--- src/rtl/reg_file_pkg.sv ---
// rtl/reg_file_pkg.sv - shared widths and FSM encoding for the 16x20 register file
package reg_file_pkg;
  localparam int DATA_W   = 20;
  localparam int ADDR_W   = 4;
  localparam int NUM_REGS = 1 << ADDR_W;

  localparam logic [ADDR_W-1:0] LAST_IDX = ADDR_W'(NUM_REGS - 1);

  typedef enum logic {
    IDLE  = 1'b0,
    CLEAR = 1'b1
  } state_e;
endpackage

--- src/rtl/mux16to1.sv ---
// rtl/mux16to1.sv - 16:1 word select used for each register file read port
module mux16to1
  import reg_file_pkg::*;
(
  input  logic [DATA_W-1:0] din [NUM_REGS],
  input  logic [ADDR_W-1:0] sel,
  output logic [DATA_W-1:0] dout
);
  assign dout = din[sel];
endmodule

--- src/rtl/reg_file_16x20.sv ---
// rtl/reg_file_16x20.sv - 16x20 register file, 1W/2R registered reads, R0 = 0, 16-cycle clear
module reg_file_16x20
  import reg_file_pkg::*;
(
  input  logic              clk,
  input  logic              rst_n,
  input  logic              we,
  input  logic [ADDR_W-1:0] waddr,
  input  logic [DATA_W-1:0] wdata,
  input  logic              re,
  input  logic [ADDR_W-1:0] raddr_a,
  input  logic [ADDR_W-1:0] raddr_b,
  output logic [DATA_W-1:0] rdata_a,
  output logic [DATA_W-1:0] rdata_b,
  output logic              rvalid,
  input  logic              clr_start,
  output logic              busy
);
  state_e            state_q, state_d;
  logic [ADDR_W-1:0] clr_cnt_q, clr_cnt_d;
  logic [DATA_W-1:0] regs_q [NUM_REGS];
  logic [DATA_W-1:0] regs_d [NUM_REGS];
  logic [DATA_W-1:0] rdata_a_q, rdata_a_d;
  logic [DATA_W-1:0] rdata_b_q, rdata_b_d;
  logic              rvalid_q, rvalid_d;
  logic [DATA_W-1:0] mux_a, mux_b;
  logic              wr_ok;

  mux16to1 u_mux_a (.din(regs_q), .sel(raddr_a), .dout(mux_a));
  mux16to1 u_mux_b (.din(regs_q), .sel(raddr_b), .dout(mux_b));

  // Entry 0 is only ever loaded with zero (writes to it are dropped), so it reads as zero.
  assign wr_ok = we && (state_q == IDLE) && (waddr != '0);

  always_comb begin
    state_d   = state_q;
    clr_cnt_d = clr_cnt_q;
    regs_d    = regs_q;
    rdata_a_d = rdata_a_q;
    rdata_b_d = rdata_b_q;
    rvalid_d  = re;

    if (wr_ok) regs_d[waddr] = wdata;

    case (state_q)
      IDLE: begin
        if (clr_start) begin
          state_d   = CLEAR;
          clr_cnt_d = '0;
        end
      end
      CLEAR: begin
        regs_d[clr_cnt_q] = '0;
        clr_cnt_d         = clr_cnt_q + 4'd1;
        if (clr_cnt_q == LAST_IDX) state_d = IDLE;
      end
      default: state_d = IDLE;
    endcase

    // Write-first forwarding; a clear in progress forces zeros on both ports.
    if (re) begin
      if (state_q == CLEAR) begin
        rdata_a_d = '0;
        rdata_b_d = '0;
      end else begin
        rdata_a_d = (wr_ok && waddr == raddr_a) ? wdata : mux_a;
        rdata_b_d = (wr_ok && waddr == raddr_b) ? wdata : mux_b;
      end
    end
  end

  always_ff @(posedge clk or negedge rst_n) begin
    if (!rst_n) begin
      state_q   <= IDLE;
      clr_cnt_q <= '0;
      rdata_a_q <= '0;
      rdata_b_q <= '0;
      rvalid_q  <= 1'b0;
      for (int i = 0; i < NUM_REGS; i++) regs_q[i] <= '0;
    end else begin
      state_q   <= state_d;
      clr_cnt_q <= clr_cnt_d;
      rdata_a_q <= rdata_a_d;
      rdata_b_q <= rdata_b_d;
      rvalid_q  <= rvalid_d;
      regs_q    <= regs_d;
    end
  end

  assign rdata_a = rdata_a_q;
  assign rdata_b = rdata_b_q;
  assign rvalid  = rvalid_q;
  assign busy    = (state_q == CLEAR);
endmodule
--- config.mk ---
export PLATFORM = sky130hd
export DESIGN_NAME = reg_file_16x20
export DESIGN_NICKNAME = d
export VERILOG_FILES = /design/src/rtl/reg_file_pkg.sv /design/src/rtl/mux16to1.sv /design/src/rtl/reg_file_16x20.sv
export SDC_FILE = /design/constraint.sdc
export NUM_CORES = 1
export LEC_CHECK = 0
export BUFFER_PORTS_ARGS = -buffer_cell sky130_fd_sc_hd__clkbuf_2
export CORE_MARGIN = 2
export CORE_UTILIZATION = 45
export CTS_BUF_LIST = sky130_fd_sc_hd__clkbuf_4 sky130_fd_sc_hd__clkbuf_8
export DETAILED_ROUTE_END_ITERATION = 12
export PLACE_DENSITY = 0.65
export RECOVER_POWER = 100
export SLEW_MARGIN = 15
export SYNTH_ARGS = -nofsm -noshare
export SYNTH_HDL_FRONTEND = slang
export SYNTH_HIERARCHICAL = 1
export SYNTH_SLANG_ARGS = --single-unit
--- constraint.sdc ---
create_clock -name clk -period 1.7 [get_ports clk]
set_input_delay 0.085 -clock clk [delete_from_list [all_inputs] [get_ports clk]]
set_output_delay 0.085 -clock clk [all_outputs]
set_load 0.02 [all_outputs]
# --- Word level (Yosys, flattened, before mapping) ---
# Cells that the tools add are included.
totals:
  reg_bits: 366
  inputBits: 37
  output_inout_bits: 42
  wordCells: 68
op_classes:
  n_addsub: 1
  n_lt_le_gt_ge: 6
  eq_ne: 4
  muxes: 22
  bitwise_logic: 7
  n_reduce_logical: 7
op_table:
  columns: ["op", "count"]
  rows:
  - ["320-bit 2-to-1 mux", 2]
  - ["320-bit AND", 1]
  - ["320-bit bitwise mux", 1]
  - ["320-bit NOT", 1]
  - ["20-bit 2-to-1 mux", 10]
  - ["20-bit binary-select mux with 4-bit select", 2]
  - ["20-bit demux with 4-bit select", 2]
  - ["5-bit >= comparator, second input constant", 4]
  - ["4-bit NOT with 5-bit output", 4]
  - ["5-bit by 1-bit < comparator with 1-bit output, second input constant", 2]
  - ["4-bit equality test", 2]
  - ["4-bit case mux with 2 select lines", 1]
  - ["1-bit logical AND", 6]
  - ["4-bit by 1-bit adder with 4-bit output, second input constant", 1]
  - ["4-bit equality test, second input constant", 1]
  - ["4-bit 2-to-1 mux", 1]
  - ["4-bit nonzero test", 1]
  - ["1-bit 2-to-1 mux", 2]
  - ["2-bit inequality test, second input constant", 1]
  - ["1-bit case mux with 2 select lines", 1]
  - ["1-bit NOT", 1]

# --- Longest topological paths before layout ---
logic_depth:
  depth_word: 9
  depth_mapped: 7
  ltp_nobuf: 5

# --- Cells and area by module ---
# The synthesis kept the hierarchy.
by_module_without_submodules:
  columns: ["mod", "n_inst", "cells_per_inst", "area_each_um2", "seq_area_each_um2"]
  rows:
  - ["reg_file_16x20", 1, 1631, 15000.6, 9158.8]
  - ["mux16to1", 2, 170, 2411.1, 0.0]

# --- Worst setup path before layout ---
# OpenSTA, ideal clock, no wires.
synth_path:
  path_kind: "flip-flop to flip-flop"
  start: "register state_q (netlist: busy)"
  end: "register regs_q[240] (netlist bit)"
  setup_ps: 136
  t_arrival_ps: 1636
  path_slack_ps: -72
  stages_incl_launch_ff: 7
  n_path_buf: 2
  period_less_slack_ps: 1772
  cell_sequence: "dfrtp_1 clkbuf_1 nand4b_1 or3_1 clkbuf_1 nand2_1 a21oi_1"
synth_lines:
  columns: ["element", "line_no", "source"]
  rows:
  - ["start: declaration", "reg_file_16x20.sv:19", "state_e state_q, state_d;"]
  - ["start signal: assignment", "reg_file_16x20.sv:81", "state_q <= state_d;"]
  - ["end signal: assignment", "reg_file_16x20.sv:86", "regs_q <= regs_d;"]
  - ["end: declaration", "reg_file_16x20.sv:21", "logic [DATA_W-1:0] regs_q [NUM_REGS];"]

# --- Final worst setup path ---
layout_path:
  start: "register regs_q[275] (netlist bit)"
  end: "register rdata_a_q[15] (netlist: rdata_a[15])"
layout_via:
  elab_chain_len: 5
layout_lines:
  columns: ["element", "line_no", "source"]
  rows:
  - ["20-bit binary-select mux with 4-bit select", "mux16to1.sv:9", "assign dout = din[sel];"]
  - ["20-bit 2-to-1 mux (not written as such) (2 in a row)", "mux16to1.sv:9", null]
  - ["via mux_a[15]", "reg_file_16x20.sv:26", "logic [DATA_W-1:0] mux_a, mux_b;"]
  - ["20-bit 2-to-1 mux", "reg_file_16x20.sv:66", "rdata_a_d = (wr_ok && waddr == raddr_a) ? wdata : mux_a;"]
  - ["20-bit 2-to-1 mux", "reg_file_16x20.sv:62", "if (state_q == CLEAR) begin"]
  - ["end signal: assignment", "reg_file_16x20.sv:83", "rdata_a_q <= rdata_a_d;"]
  - ["end: declaration", "reg_file_16x20.sv:23", "logic [DATA_W-1:0] rdata_a_q, rdata_a_d;"]
# The timed path passes the listed nets, and every way through them passes these cells. The select of a mux whose other input is x is not followed.
# A chain may end at the register's enable or synchronous reset.

==> flow_summary.yaml <==
status:
  status: "finished, violations left"
  violations: "setup timing"
worst_setup_path:
  r2r_slack_ns: -0.1
  crit_type: "reg -> reg"
  end_kind: "flip-flop"
  crit_fanout: 2
  path_buf_inv: 1
  required_ns: 2.26
  arrival_ns: 2.36
  worst_setup_path_start_kind: "flip-flop"
  cpMaxStageDelayCell: "mux4_2"
  crit_chain: "buf_4 -> mux4_2 -> a22oi_2 -> nand2_1 -> a221o_1"
  crit_family: "compound AO/OA/AOI/OAI gates"
  cpPeakStageDelay_ns: 0.46
power_and_ir_drop:
  p_comb_share_pct: 25.1
  p_leak_nw: 10.8
  swShare_pct: 33.0
  peakVddDrop_mv: 0.645
  power_frac_clock_pct: 32.8
  switching_power_w: 0.00871
  cellPowerDensity_mw_per_mm2: 1060
  internal-power_w: 0.0177
  seq_power_share_pct: 42.1
logic_synthesis:
  syn_nets: 2012
  synthArstFlopShare_pct: 100
  ys.warnings.count: 6
  yosysSeqAreaShare_pct: 46.2
  synth-main-ff-cell: "dfrtp_1"
  netlist_area_mm2: 0.0198
  synth-edff-count: 0
  yosys_register_bits: 366
  synth_cells: 1971
  syn_area_per_cell_um2: 10.1
  netlist-cell-type-count: 37
drt:
  drt_first_pass_iters: 6
  num_vias: 17700
  post-route-drc-count: 0
  wl_per_cell_um: 26.8
  ant_nets: 0
  wirelength_um: 74400
  viasPerCell: 6.36
  drtIter0Drc: 2807
die:
  io_pins: 79
  dieHeight_um: 214
  die_w_um: 214
  fp-row-count: 76
  start_util_pct: 45.8
  die_area_mm2: 0.0457
  core_mm2: 0.0433
timing:
  fin_crit_ns: 1.80
  clock_skew_ns: 0.0339
  final_max_slew_viol_count: 0
  slew_headroom_pct: 11.5
  hold_violations: 0
  tightest_slew_ns: 1.33
  finalCritPeriodShare_pct: 106
  fmax_mhz: 556
  setup_ws_ns: -0.0997
  setup_viol: 59
  rsz0062_at_grt: "yes"
hold_path:
  hold_class: "in -> reg"
placement:
  place_area_mm2: 0.0222
  dp_cells: 2605
  portBuffers: 78
  dp_hpwl_um: 45500
  gp_congestion: 0.904
global_route:
  grt_first_pass_wirelength_um: 106000
  first_global_vias: 17100
  antenna_found_initial: 2
  grt_overflow: 0
  grt_util_all_layers_pct: 31.3
  grt_max_degree: 70
clock_network:
  cts_tree: "yes"
  clock_sinks: 366
  clk_path_buf_depth: 3
  clock_latency_ns: 0.69
  h-tree-depth: 2
  cts_made_buffers: 60
  cts-root-buf: "clkbuf_8"
  clkTransAtPathRegs_ns: 0.06
final_layout:
  finalCoreUtilization_pct: 57.7
  design_area_mm2: 0.0250
  areaGrowthSynthToFinish_pct: 26.0
  fin_nets: 2180
  layout_commonest_cell: "nand2_1"
  layout_common_cells: "601 x nand2_1, 365 x dfrtp_1, 230 x a21oi_1, 144 x mux4_2, 116 x buf_4"
  finalNonFillerCells: 2775
  drive_gt1_share_pct: 32.3
flow_run:
  maxCapViolations: 0
[cells by family after synthesis]
family          synth area share [%]
buf+inv                         4.81
mux                             18.8
flops                           46.2
compound gates                  12.9
xor+xnor                       0.442
fa+ha+maj                      0.252
simple gates                    16.7
[power groups by stage]
stage	Combinational, W	Sequential (W)	Clock [W]
after floorplan	0.00372	0.0108	0
after global placement	0.00590	0.0111	0
after detailed placement	0.00606	0.0112	0
after CTS	0.00618	0.0111	0.00869
after global routing	0.00702	0.0112	0.00907
final	0.00664	0.0111	0.00865
[state kept, by name, indices dropped and copies added (netlist names)]
name,flops
busy,1
rdata_b,20
clr_cnt_q,4
regs_q,320
rvalid,1
rdata_a,20
[worst register-to-register path: cells and delay by family, from the launching register on]
family	cells	cell delay [ns]
AND/OR/NAND/NOR	1	0.10
multiplexers	1	0.46
AO/OA/AOI/OAI	2	0.61
flip-flops	1	0.39
buffers and inverters	1	0.15
[final timing paths]
path	from	cells past startpoint	to
min	raddr_b[1]	5	rdata_b[19]
min in group asynchronous	rst_n	3	regs_q[252]
max	regs_q[275]	5	rdata_a[15]
min reg2reg	regs_q[304]	1	regs_q[304]
max reg2reg	regs_q[275]	5	rdata_a[15]
max in group asynchronous	rst_n	3	regs_q[273]
[per-stage QoR]
stage	hold WS [ns]	setup TNS (ns)	worst slack, ns	power (W)
global route	0.173	-7.85	-0.130	0.0273
detailed placement	0.00258	-9.16	-0.355	0.0172
floorplan	-0.211	0	0.00121	0.0145
finish	0.145	-1.36	-0.0997	0.0264
CTS	0.0738	-0.841	-0.0626	0.0259
global placement	0.0109	-8.05	-0.319	0.0170
[cells in the mapped netlist, types with 2 or more instances]
| cell type | instances | area, µm² |
|---|---|---|
| and4bb_2 | 2 | 25.0 |
| nand3_1 | 6 | 30.0 |
| a221o_1 | 40 | 400 |
| a22oi_1 | 80 | 601 |
| nand2_1 | 658 | 2470 |
| buf_2 | 21 | 105 |
| a21oi_1 | 300 | 1500 |
| nand2_2 | 2 | 12.5 |
| o21ba_2 | 2 | 20.0 |
| nor2_1 | 28 | 105 |
| dfrtp_1 | 366 | 9160 |
| nand4bb_1 | 2 | 22.5 |
| nor2b_1 | 66 | 413 |
| clkbuf_1 | 161 | 604 |
| and2_1 | 4 | 25.0 |
| o21ai_0 | 2 | 10.0 |
| ha_1 | 4 | 50.1 |
| inv_1 | 2 | 7.51 |
| xnor2_1 | 9 | 78.8 |
| buf_4 | 9 | 67.6 |
| buf_6 | 15 | 169 |
| nand2b_1 | 12 | 75.1 |
| nor3_1 | 6 | 30.0 |
| nand4_1 | 2 | 12.5 |
| nor3_2 | 2 | 20.0 |
| mux4_2 | 128 | 2880 |
| mux4_1 | 32 | 841 |
[per-layer routing]
metal  wire length [µm]  track usage, %
met1              27600            41.2
met2              34000            48.3
met3               9460            9.58
met4               3330            13.6
met5                 13               0
[repair_timing]
| item | CTS | global route |
|---|---|---|
| endpoints found under the setup margin | 63 | 208 |
| setup buffers | 3 | 19 |
| gates cloned | 1 | 12 |
| resized for setup | 32 | 258 |
| pin swaps | 14 | 116 |
| endpoints found under the hold margin | 692 | 0 |
| hold buffers | 24 | 0 |
[area by class of cell]
type | instances | area, µm²
inverters | 2 | 7.51
flip-flops and latches | 366 | 9160
fillers | 3510 | 18300
well taps | 585 | 732
multi-input cells | 1398 | 10600
clock inverters | 9 | 50.0
repair buffers | 311 | 3070
clock buffers | 103 | 1320
diodes | 1 | 2.50
No activity file was read; power rests on OpenSTA's default activity.
